### src/rtl/exe_operand_stage_pkg.sv
// Shared encodings for the EX operand stage: ALU op codes, operand
// selects and the registered ID/EX bundle with its bubble value.
package exe_operand_stage_pkg;

   localparam logic [3:0] EXE_ALU_AND = 4'h0;
   localparam logic [3:0] EXE_ALU_OR  = 4'h1;
   localparam logic [3:0] EXE_ALU_ADD = 4'h2;
   localparam logic [3:0] EXE_ALU_SUB = 4'h6;
   localparam logic [3:0] EXE_ALU_SLT = 4'h7;
   localparam logic [3:0] EXE_ALU_SLL = 4'h8;
   localparam logic [3:0] EXE_ALU_SRL = 4'h9;
   localparam logic [3:0] EXE_ALU_SRA = 4'hA;

   localparam logic [1:0] EXE_A_RS   = 2'd0;
   localparam logic [1:0] EXE_A_SA   = 2'd1;
   localparam logic [1:0] EXE_A_PC   = 2'd2;
   localparam logic [1:0] EXE_A_RSV  = 2'd3;

   localparam logic [1:0] EXE_B_RT   = 2'd0;
   localparam logic [1:0] EXE_B_IMM  = 2'd1;
   localparam logic [1:0] EXE_B_FOUR = 2'd2;
   localparam logic [1:0] EXE_B_ZERO = 2'd3;

   typedef struct packed {
      logic        valid;
      logic [31:0] inst;
      logic [31:0] pc;
      logic [31:0] rs_data;
      logic [31:0] rt_data;
      logic [31:0] imm_ext;
      logic [4:0]  rs_addr;
      logic [4:0]  rt_addr;
      logic [4:0]  wb_addr;
      logic        wb_en;
      logic        mem_ren;
      logic        mem_wen;
      logic [3:0]  alu_oper;
      logic [1:0]  a_sel;
      logic [1:0]  b_sel;
   } id_ex_t;

   function automatic id_ex_t bubble();
      id_ex_t b;
      b          = '0;
      b.alu_oper = EXE_ALU_ADD;
      return b;
   endfunction

endpackage

### src/rtl/exe_operand_stage_fwd_mux.sv
// fwd_mux: picks the freshest value of one source register.
// Ports: i_addr/i_data stored operand, i_mem_*/i_wb_* producers, o_data.
module fwd_mux (
   input  logic [4:0]  i_addr,
   input  logic [31:0] i_data,
   input  logic        i_mem_en,
   input  logic [4:0]  i_mem_addr,
   input  logic [31:0] i_mem_data,
   input  logic        i_wb_en,
   input  logic [4:0]  i_wb_addr,
   input  logic [31:0] i_wb_data,
   output logic [31:0] o_data
);

   // $0 is hard-wired; MEM is younger than WB so it wins.
   always_comb begin
      o_data = i_data;
      if (i_addr == 5'd0)
         o_data = '0;
      else if (i_mem_en && (i_mem_addr == i_addr))
         o_data = i_mem_data;
      else if (i_wb_en && (i_wb_addr == i_addr))
         o_data = i_wb_data;
   end

endmodule

### src/rtl/exe_operand_stage.sv
// ID/EX register and ALU operand delivery with MEM/WB forwarding and
// load-use bubble insertion. Ports: clk/rst, exe_en/exe_flush control,
// id_* decoded inputs, mem_fwd_*/wb_fwd_* producers, load_use_stall,
// exe_* registered fields, alu_a/alu_b/alu_oper, exe_store_data.
module exe_operand_stage
   import exe_operand_stage_pkg::*;
(
   input  logic        clk,
   input  logic        rst,
   input  logic        exe_en,
   input  logic        exe_flush,
   input  logic        id_valid,
   input  logic [31:0] id_inst,
   input  logic [31:0] id_pc,
   input  logic [31:0] id_rs_data,
   input  logic [31:0] id_rt_data,
   input  logic [31:0] id_imm_ext,
   input  logic [4:0]  id_rs_addr,
   input  logic [4:0]  id_rt_addr,
   input  logic [4:0]  id_wb_addr,
   input  logic        id_use_rs,
   input  logic        id_use_rt,
   input  logic        id_wb_en,
   input  logic        id_mem_ren,
   input  logic        id_mem_wen,
   input  logic [3:0]  id_alu_oper,
   input  logic [1:0]  id_a_sel,
   input  logic [1:0]  id_b_sel,
   input  logic        mem_fwd_en,
   input  logic [4:0]  mem_fwd_addr,
   input  logic [31:0] mem_fwd_data,
   input  logic        wb_fwd_en,
   input  logic [4:0]  wb_fwd_addr,
   input  logic [31:0] wb_fwd_data,
   output logic        load_use_stall,
   output logic        exe_valid,
   output logic [31:0] exe_inst,
   output logic [31:0] exe_pc,
   output logic [31:0] alu_a,
   output logic [31:0] alu_b,
   output logic [3:0]  alu_oper,
   output logic [31:0] exe_store_data,
   output logic [4:0]  exe_wb_addr,
   output logic        exe_wb_en,
   output logic        exe_mem_ren,
   output logic        exe_mem_wen
);

   id_ex_t      r_ex;
   id_ex_t      w_id;
   logic [31:0] w_fwd_rs;
   logic [31:0] w_fwd_rt;
   logic        w_hit_rs;
   logic        w_hit_rt;

   fwd_mux u_fwd_rs (
      .i_addr     (r_ex.rs_addr),
      .i_data     (r_ex.rs_data),
      .i_mem_en   (mem_fwd_en),
      .i_mem_addr (mem_fwd_addr),
      .i_mem_data (mem_fwd_data),
      .i_wb_en    (wb_fwd_en),
      .i_wb_addr  (wb_fwd_addr),
      .i_wb_data  (wb_fwd_data),
      .o_data     (w_fwd_rs)
   );

   fwd_mux u_fwd_rt (
      .i_addr     (r_ex.rt_addr),
      .i_data     (r_ex.rt_data),
      .i_mem_en   (mem_fwd_en),
      .i_mem_addr (mem_fwd_addr),
      .i_mem_data (mem_fwd_data),
      .i_wb_en    (wb_fwd_en),
      .i_wb_addr  (wb_fwd_addr),
      .i_wb_data  (wb_fwd_data),
      .o_data     (w_fwd_rt)
   );

   always_comb begin
      w_id          = '0;
      w_id.valid    = id_valid;
      w_id.inst     = id_inst;
      w_id.pc       = id_pc;
      w_id.rs_data  = id_rs_data;
      w_id.rt_data  = id_rt_data;
      w_id.imm_ext  = id_imm_ext;
      w_id.rs_addr  = id_rs_addr;
      w_id.rt_addr  = id_rt_addr;
      w_id.wb_addr  = id_wb_addr;
      w_id.wb_en    = id_wb_en;
      w_id.mem_ren  = id_mem_ren;
      w_id.mem_wen  = id_mem_wen;
      w_id.alu_oper = id_alu_oper;
      w_id.a_sel    = id_a_sel;
      w_id.b_sel    = id_b_sel;
   end

   assign w_hit_rs = id_use_rs && (id_rs_addr == r_ex.wb_addr);
   assign w_hit_rt = id_use_rt && (id_rt_addr == r_ex.wb_addr);

   // While EX holds, the consumer stays in ID and nothing is lost.
   assign load_use_stall = exe_en && id_valid && r_ex.valid &&
                           r_ex.mem_ren && r_ex.wb_en &&
                           (r_ex.wb_addr != 5'd0) &&
                           (w_hit_rs || w_hit_rt);

   // On hold the forwarded operands are written back so a producer
   // that retires during a long stall is still seen afterwards.
   always_ff @(posedge clk or posedge rst) begin
      if (rst) begin
         r_ex <= bubble();
      end else if (exe_flush) begin
         r_ex <= bubble();
      end else if (!exe_en) begin
         r_ex.rs_data <= w_fwd_rs;
         r_ex.rt_data <= w_fwd_rt;
      end else if (load_use_stall) begin
         r_ex <= bubble();
      end else begin
         r_ex <= w_id;
      end
   end

   always_comb begin
      alu_a = w_fwd_rs;
      unique case (r_ex.a_sel)
         EXE_A_RS:  alu_a = w_fwd_rs;
         EXE_A_SA:  alu_a = {27'b0, r_ex.inst[10:6]};
         EXE_A_PC:  alu_a = r_ex.pc;
         EXE_A_RSV: alu_a = {27'b0, w_fwd_rs[4:0]};
         default:   alu_a = w_fwd_rs;
      endcase
   end

   always_comb begin
      alu_b = w_fwd_rt;
      unique case (r_ex.b_sel)
         EXE_B_RT:   alu_b = w_fwd_rt;
         EXE_B_IMM:  alu_b = r_ex.imm_ext;
         EXE_B_FOUR: alu_b = 32'd4;
         EXE_B_ZERO: alu_b = '0;
         default:    alu_b = w_fwd_rt;
      endcase
   end

   assign exe_store_data = w_fwd_rt;
   assign exe_valid      = r_ex.valid;
   assign exe_inst       = r_ex.inst;
   assign exe_pc         = r_ex.pc;
   assign alu_oper       = r_ex.alu_oper;
   assign exe_wb_addr    = r_ex.wb_addr;
   assign exe_wb_en      = r_ex.wb_en;
   assign exe_mem_ren    = r_ex.mem_ren;
   assign exe_mem_wen    = r_ex.mem_wen;

endmodule

### config.mk
export PLATFORM = sky130hd
export DESIGN_NAME = exe_operand_stage
export DESIGN_NICKNAME = d
export VERILOG_FILES = /design/src/rtl/exe_operand_stage_pkg.sv /design/src/rtl/exe_operand_stage_fwd_mux.sv /design/src/rtl/exe_operand_stage.sv
export SDC_FILE = /design/constraint.sdc
export NUM_CORES = 1
export LEC_CHECK = 0
export ABC_AREA = 1
export BUFFER_PORTS_ARGS = -buffer_cell sky130_fd_sc_hd__buf_2
export CORE_ASPECT_RATIO = 1.75
export CORE_MARGIN = 5
export CORE_UTILIZATION = 38
export CTS_CLUSTER_SIZE = 28
export DETAILED_ROUTE_END_ITERATION = 8
export PLACE_DENSITY = 0.65
export SKIP_LAST_GASP = 1
export SLEW_MARGIN = 20
export SYNTH_ARGS = -nofsm -noshare
export SYNTH_HDL_FRONTEND = slang
export SYNTH_SLANG_ARGS = --single-unit
export TNS_END_PERCENT = 30
### constraint.sdc
create_clock -name clk -period 9.2 [get_ports clk]
set_clock_uncertainty 0.05 [all_clocks]
set_input_delay 1.84 -clock clk [delete_from_list [all_inputs] [get_ports clk]]
set_output_delay 1.84 -clock clk [all_outputs]
set_load 0.005 [all_outputs]
==> results by group, run 1 <==
Outcome
  – Outcome: finished clean

Die
  – Die Span Y: 241 microns
  – Total die area: 34300 sq um
  – Die width: 142 microns
  – Num ports: 443
  – Cell Rows: 84
  – Initial standard-cell utilization of the core: 38.5%
  – Standard cell core area: 30200 sq um

Final layout
  – Proportion of layout cells with a drive suffix above 1: 29.4%
  – Number of standard cells in the layout, taps in and fillers out: 2348
  – Final layout net count: 2211
  – Area growth from synthesis to layout: 20.3%
  – Post-layout util: 46.3%
  – Commonest non-fill, non-tap cells in the layout: 442 x buf_2, 435 x nand2_1, 409 x nand3_1
  – Most common cell after layout, fill and taps aside: buf_2

Power and ir drop
  – Cell Pwr Density: 150 nW/um^2
  – Static leakage power: 8.28 nW
  – Max rail drop VDD: 0.138 mV
  – Switch Pwr: 0.708 mW
  – Switching fraction of total power: 33.8%
  – Power share of the clock group: 35.6%
  – Final Total Pwr: 2.09 mW
  – Internal power consumption: 1.39 mW
  – Sequential fraction of design power: 42.8%
  – Combinational cell fraction of total power: 21.6%

Clock network
  – Maximum clock path buffer count: 2
  – TritonCTS Sinks: 187
  – Hold buffer count at cts: 0
  – Root Driver: clkbuf_16
  – CTS tree: done
  – Clock-pin slew reported for the worst setup and hold paths after clock tree synthesis: 70 ps
  – Number of H-tree levels: 4
  – CTS-repair resized insts: 0
  – Worst skew pair latency: 460 ps
  – Number of buffers inserted to repair setup after CTS: 0
  – Clock buffer count from CTS: 17

Place
  – Routability-driven placement congestion ratio: 0.958
  – HPWL reported at the end of detailed placement: 36.1 mm
  – Number of cells in the design after placement: 2310
  – Number of buffers added on ports: 442
  – Worst setup timing slack at the placement stage: 3190 ps

Critical path
  – Delay of the slowest critical-path stage: 770 ps
  – Largest driver fanout on the critical path: 64
  – Setup Crit Path Kind: in2out
  – Critical Path Slowest Stage Cell: nand3_4
  – Arrival time reported for the critical path endpoint: 4190 ps
  – Setup crit end kind: primary output
  – Cell chain of the critical path: buf_2 > inv_1 > nand2_1 > nand2_1 > nor3_1 > nand3_4 > nor2_1 > nor2_1 > nand3_1 > nand2_1 > buf_2
  – Most Frequent Cell on Critical Path: nand2_1
  – Startpoint of the worst-slack reg-to-reg timing path: exe_wb_addr[2]
  – Beginning of the critical path: mem_fwd_addr[1]
  – Required @ worst endpoint: 7310 ps
  – Element type at the critical path start: primary input

Detailed routing
  – Number of detailed-route iterations in the first pass: 7
  – Vias per inst: 5.23
  – Remaining design rule violation count: 0
  – Final antenna-violating net count: 0
  – Detailed Route WL: 48.4 mm
  – Average wire per cell in the routed design: 20.6 microns
  – First-iteration detailed-routing DRC count: 946
  – Via count: 12282

STA
  – FMAX: 165 MHz
  – Max-slew violation total from the final report: 0
  – Worst slew margin: 24.5%
  – Final worst-path setup slack: 3120 ps
  – Period utilisation layout: 66.1%
  – Unrepaired setup endpoints after global routing: no
  – Slew @ Worst Pin: 1130 ps
  – Total negative slack: 0 ps
  – Setup-violating endpoint count in the final report: 0
  – Final Hold Violating Endpoints: 0
  – Tmin final: 6080 ps

Min path
  – Worst hold path class: reg2reg
  – Start point of the worst hold path: alu_oper[0]

Synthesis
  – Post-synthesis instance total: 1644
  – Unique cell type count in the Yosys netlist: 27
  – Synthesized net count: 1913
  – Yosys warns: 0
  – Register bit count reported by yosys: 187
  – Register area share after synthesis: 40.3%
  – Average footprint of a synthesized cell: 7.07 sq um
  – Post-Synthesis Cell Area: 11600 sq um

Global route
  – Number of global-route vias before repair: 12041
  – Antenna violations before repair: 7
  – Combined global-route utilization of all metal layers: 27.4%
  – Maximum number of pins on one net before global-route repair: 126
  – Global route overflow: 0
  – Wire length of the first global-routing pass: 71.5 mm

Job
  – # Max-Cap Violations: 0
## flip-flops by register name, indices dropped and copies added, names as in the netlist
register	count
r_ex	110
exe_wb_en	1
exe_wb_addr	5
exe_pc	32
exe_mem_ren	1
exe_mem_wen	1
alu_oper	4
exe_inst	32
exe_valid	1
## cell families (layout without fill, tap and decap cells)
logic type             after synthesis  count (layout)  share of synthesized area, %
buffers and inverters              284             595                          13.1
XOR/XNOR                             7               7                         0.528
AND/OR/NAND/NOR                   1080            1080                          42.3
other                                0               6                             0
flip-flops                         187             187                          40.3
AO/OA/AOI/OAI                       86              86                          3.72
## per-stage QoR
stage	instance area [sq um]	hold slack, ps
2_1_floorplan	11600	399
3_3_place_gp	13400	409
3_5_place_dp	13400	409
4_1_cts	14000	430
5_1_grt	14000	445
6_report	14000	432
## layout make-up
class	count	area (sq um)
flip-flops and latches	187	4680
clock buffers	17	425
fillers	3149	16200
inverters	104	398
clock inverters	15	154
well taps	387	484
repair buffers	459	2340
multi-input cells	1173	5480
diodes	6	15.0
## worst max-delay path: cells and delay by family
family	cells	cell delay (ps)
buf+inv	3	280
simple gates	8	1980
## synthesized netlist by cell type, drive strengths merged
| master | instances | area, sq um |
|---|---|---|
| buf | 145 | 997 |
| o22ai | 1 | 6.26 |
| o21ai | 82 | 410 |
| nand2 | 458 | 1780 |
| a21oi | 3 | 15.0 |
| dfrtp | 186 | 4650 |
| inv | 104 | 390 |
| xnor2 | 1 | 8.76 |
| nor2 | 165 | 622 |
| xor2 | 6 | 52.6 |
| nor3 | 5 | 41.3 |
| dlygate4sd1 | 1 | 8.76 |
| nand4 | 1 | 6.26 |
| clkbuf | 34 | 128 |
| dfstp | 1 | 26.3 |
| nand3 | 451 | 2470 |
## path summary, 6_finish.rpt
kind                                endpoint  slack, ps  cells past startpoint
worst max-delay path                alu_b[5]       3120                     11
worst min-delay path             alu_oper[0]        430                      2
worst max register to register  exe_inst[18]       6270                     10
worst min register to register   alu_oper[0]        430                      2
max in group asynchronous           r_ex[47]       6080                      3
min in group asynchronous        exe_inst[0]       1500                      2
## power groups by stage
| stage | clock network (mW) | logic (mW) | registers [mW] |
|---|---|---|---|
| 2_1_floorplan | 0 | 0.264 | 0.903 |
| 3_3_place_gp | 0 | 0.450 | 0.910 |
| 3_5_place_dp | 0 | 0.454 | 0.910 |
| 4_1_cts | 0.760 | 0.455 | 0.895 |
| 5_1_grt | 0.796 | 0.500 | 0.900 |
| 6_report | 0.746 | 0.453 | 0.895 |
## metal layers
metal  share of wire, %  GRT usage (%)  vias up
li1                   -              -     5836
met1                 39           33.8     5795
met2                 49           45.3      552
met3                7.2           5.47       97
met4                4.7           14.0        2
met5              0.039              0        -
Note: power is estimated with default switching activity, not from simulation.
==> inputs of run 2 (changes only) <==
==> constraint.sdc (replaced) <==
create_clock -name clk -period 5.9 [get_ports clk]
set_clock_uncertainty 0.05 [all_clocks]
set_input_delay 1.18 -clock clk [delete_from_list [all_inputs] [get_ports clk]]
set_output_delay 1.18 -clock clk [all_outputs]
set_load 0.005 [all_outputs]
==> results by group, run 2 (same netlist as run 1, synthesis figures left out) <==
Clock network
  – TritonCTS Sinks: 187 (unchanged)
  – Clock buffer count from CTS: 17 (unchanged)
  – CTS tree: done
  – Number of buffers inserted to repair setup after CTS: 0 (unchanged)
  – Root Driver: clkbuf_16
  – Hold buffer count at cts: 0 (unchanged)
  – Maximum clock path buffer count: 2 (unchanged)
  – Clock-pin slew reported for the worst setup and hold paths after clock tree synthesis: 70 ps (about the same)
  – Number of H-tree levels: 4 (unchanged)
  – Worst skew pair latency: 450 ps (about the same)
  – CTS-repair resized insts: 0 (unchanged)

Critical path
  – Element type at the critical path start: primary input
  – Beginning of the critical path: mem_fwd_addr[2]
  – Critical Path Slowest Stage Cell: nand3_4
  – Delay of the slowest critical-path stage: 570 ps (-200 ps)
  – Setup crit end kind: primary output
  – Most Frequent Cell on Critical Path: nor2_1
  – Startpoint of the worst-slack reg-to-reg timing path: exe_wb_addr[1]
  – Largest driver fanout on the critical path: 45 (-30%)
  – Cell chain of the critical path: buf_2 > inv_1 > nor2_1 > nor3_1 > nand3_4 > buf_4 > nor2_1 > nor2_1 > nand3_1 > nand2_1 > buf_2
  – Arrival time reported for the critical path endpoint: 3380 ps (-810 ps)
  – Register-to-Register Setup Slack: 3010 ps (-3260 ps)
  – Setup Crit Path Kind: in2out
  – Depth of the worst register-to-register path: 10 (unchanged)
  – Capture instance of the worst register-to-register path: r_ex[121]
  – Required @ worst endpoint: 4670 ps (-2640 ps)

Min path
  – Worst hold path class: reg2reg
  – Hold Path Depth: 2 (unchanged)
  – Hold Crit Endpoint: r_ex[51]
  – Start point of the worst hold path: r_ex[51]

Die
  – Die width: 142 microns (unchanged)
  – Cell Rows: 84 (unchanged)
  – Total die area: 34300 sq um (unchanged)
  – Die Span Y: 241 microns (unchanged)
  – Num ports: 443 (unchanged)
  – Standard cell core area: 30200 sq um (unchanged)
  – Initial standard-cell utilization of the core: 38.5% (unchanged)

Power and ir drop
  – Final Total Pwr: 3.40 mW (+62%)
  – Max rail drop VDD: 0.208 mV (+51%)
  – Cell Pwr Density: 241 nW/um^2 (+61%)
  – Static leakage power: 8.32 nW (+0.52%)

Detailed routing
  – Remaining design rule violation count: 0 (unchanged)
  – Final antenna-violating net count: 0 (unchanged)
  – Average wire per cell in the routed design: 21.1 microns (+2.1%)
  – Vias per inst: 5.28 (+0.97%)
  – Number of detailed-route iterations in the first pass: 5 (-2)
  – Via count: 12396 (+0.93%)
  – Detailed Route WL: 49.4 mm (+2.1%)
  – First-iteration detailed-routing DRC count: 944 (-0.21%)

Final layout
  – Area of combinational cells with multiple inputs: 5480 sq um (unchanged)
  – Fill cell instance count of the final layout: 3151 (+0.064%)
  – Number of flip-flops under the largest register name: 110 (unchanged)
  – Largest register by flop count: r_ex
  – Final layout net count: 2212 (+0.045%)
  – Commonest non-fill, non-tap cells in the layout: 442 x buf_2, 435 x nand2_1, 409 x nand3_1
  – Sequential cell area in the final layout: 4680 sq um (unchanged)
  – Most common cell after layout, fill and taps aside: buf_2
  – Number of standard cells in the layout, taps in and fillers out: 2347 (-0.043%)
  – Area growth from synthesis to layout: 21.2%
  – Proportion of layout cells with a drive suffix above 1: 29.3% (-0.051 points)

STA
  – Period utilisation layout: 78.1%
  – Worst hold slack after final layout: 431 ps (-1.01 ps)
  – Unrepaired setup endpoints after global routing: no
  – Total negative slack: 0 ps (unchanged)
  – Worst slew margin: 25.1% (+0.63 points)
  – Final Hold Violating Endpoints: 0 (unchanged)
  – Tmin final: 4610 ps
  – Max-slew violation total from the final report: 0 (unchanged)
  – Setup-violating endpoint count in the final report: 0 (unchanged)
  – Slew @ Worst Pin: 1120 ps (-9.39 ps)
  – FMAX: 217 MHz

Place
  – Number of cells in the design after placement: 2311 (+0.043%)
  – Routability-driven placement congestion ratio: 0.918 (-4.2%)
  – Number of buffers added on ports: 442 (unchanged)
  – HPWL reported at the end of detailed placement: 37.0 mm (+2.5%)

Job
  – # Max-Cap Violations: 0 (unchanged)

Global route
  – Number of global-route vias before repair: 12106 (+0.54%)
  – Combined global-route utilization of all metal layers: 28.0% (+0.66 points)
  – Antenna violations before repair: 7 (unchanged)
  – Maximum number of pins on one net before global-route repair: 165 (+31%)
  – Global route overflow: 0 (unchanged)
  – Wire length of the first global-routing pass: 73.0 mm (+2.0%)

Outcome
  – Outcome: finished clean
==> run 2: worst max-delay path, delay by kind of cell <==
family	cells	cell delay (ps)
buffers and inverters	4	780
AND/OR/NAND/NOR	7	1360
==> run 2: cell type report <==
cell class | instances | area share (%)
inverters | 104 | 2.80
clock inverters | 13 | 1.50
repair buffers | 460 | 16.9
clock buffers | 18 | 3.05
multi-input cells | 1173 | 38.9
diodes | 5 | 0.0889
flip-flops and latches | 187 | 33.3
well taps | 387 | 3.44
==> run 2: worst max-delay path by stage <==
stage               depth (start not counted)     endpoint  slack (ps)
floorplan                                   1  alu_oper[0]        2260
global placement                           11    alu_b[11]        1290
detailed placement                         11    alu_b[11]        1290
CTS                                        11    alu_b[11]        1290
global route                               11    alu_b[11]        1150
finish                                     11    alu_b[11]        1290
==> run 2: report_power, final <==
part | switching, mW | internal, mW
Sequential | 0.0421 | 1.35
Combinational | 0.463 | 0.247
Clock | 0.534 | 0.756
==> run 2: layer usage <==
layer  up-vias  global-route usage (%)  wire length, microns
met3       104                    4.90                  3630
met1      5870                    33.8                 18700
met2       583                    48.2                 24800
met4         4                    13.7                  2200
met5         -                       0                    25
li1       5835                       -                     -
==> run 2: metrics by stage <==
step	util [%]	setup slack [ps]	instance area (sq um)
global route	46.7	1150	14100
CTS	46.6	1290	14100
detailed placement	44.5	1290	13400
global placement	44.5	1290	13400
floorplan	-	2260	11600
finish	46.7	1290	14100
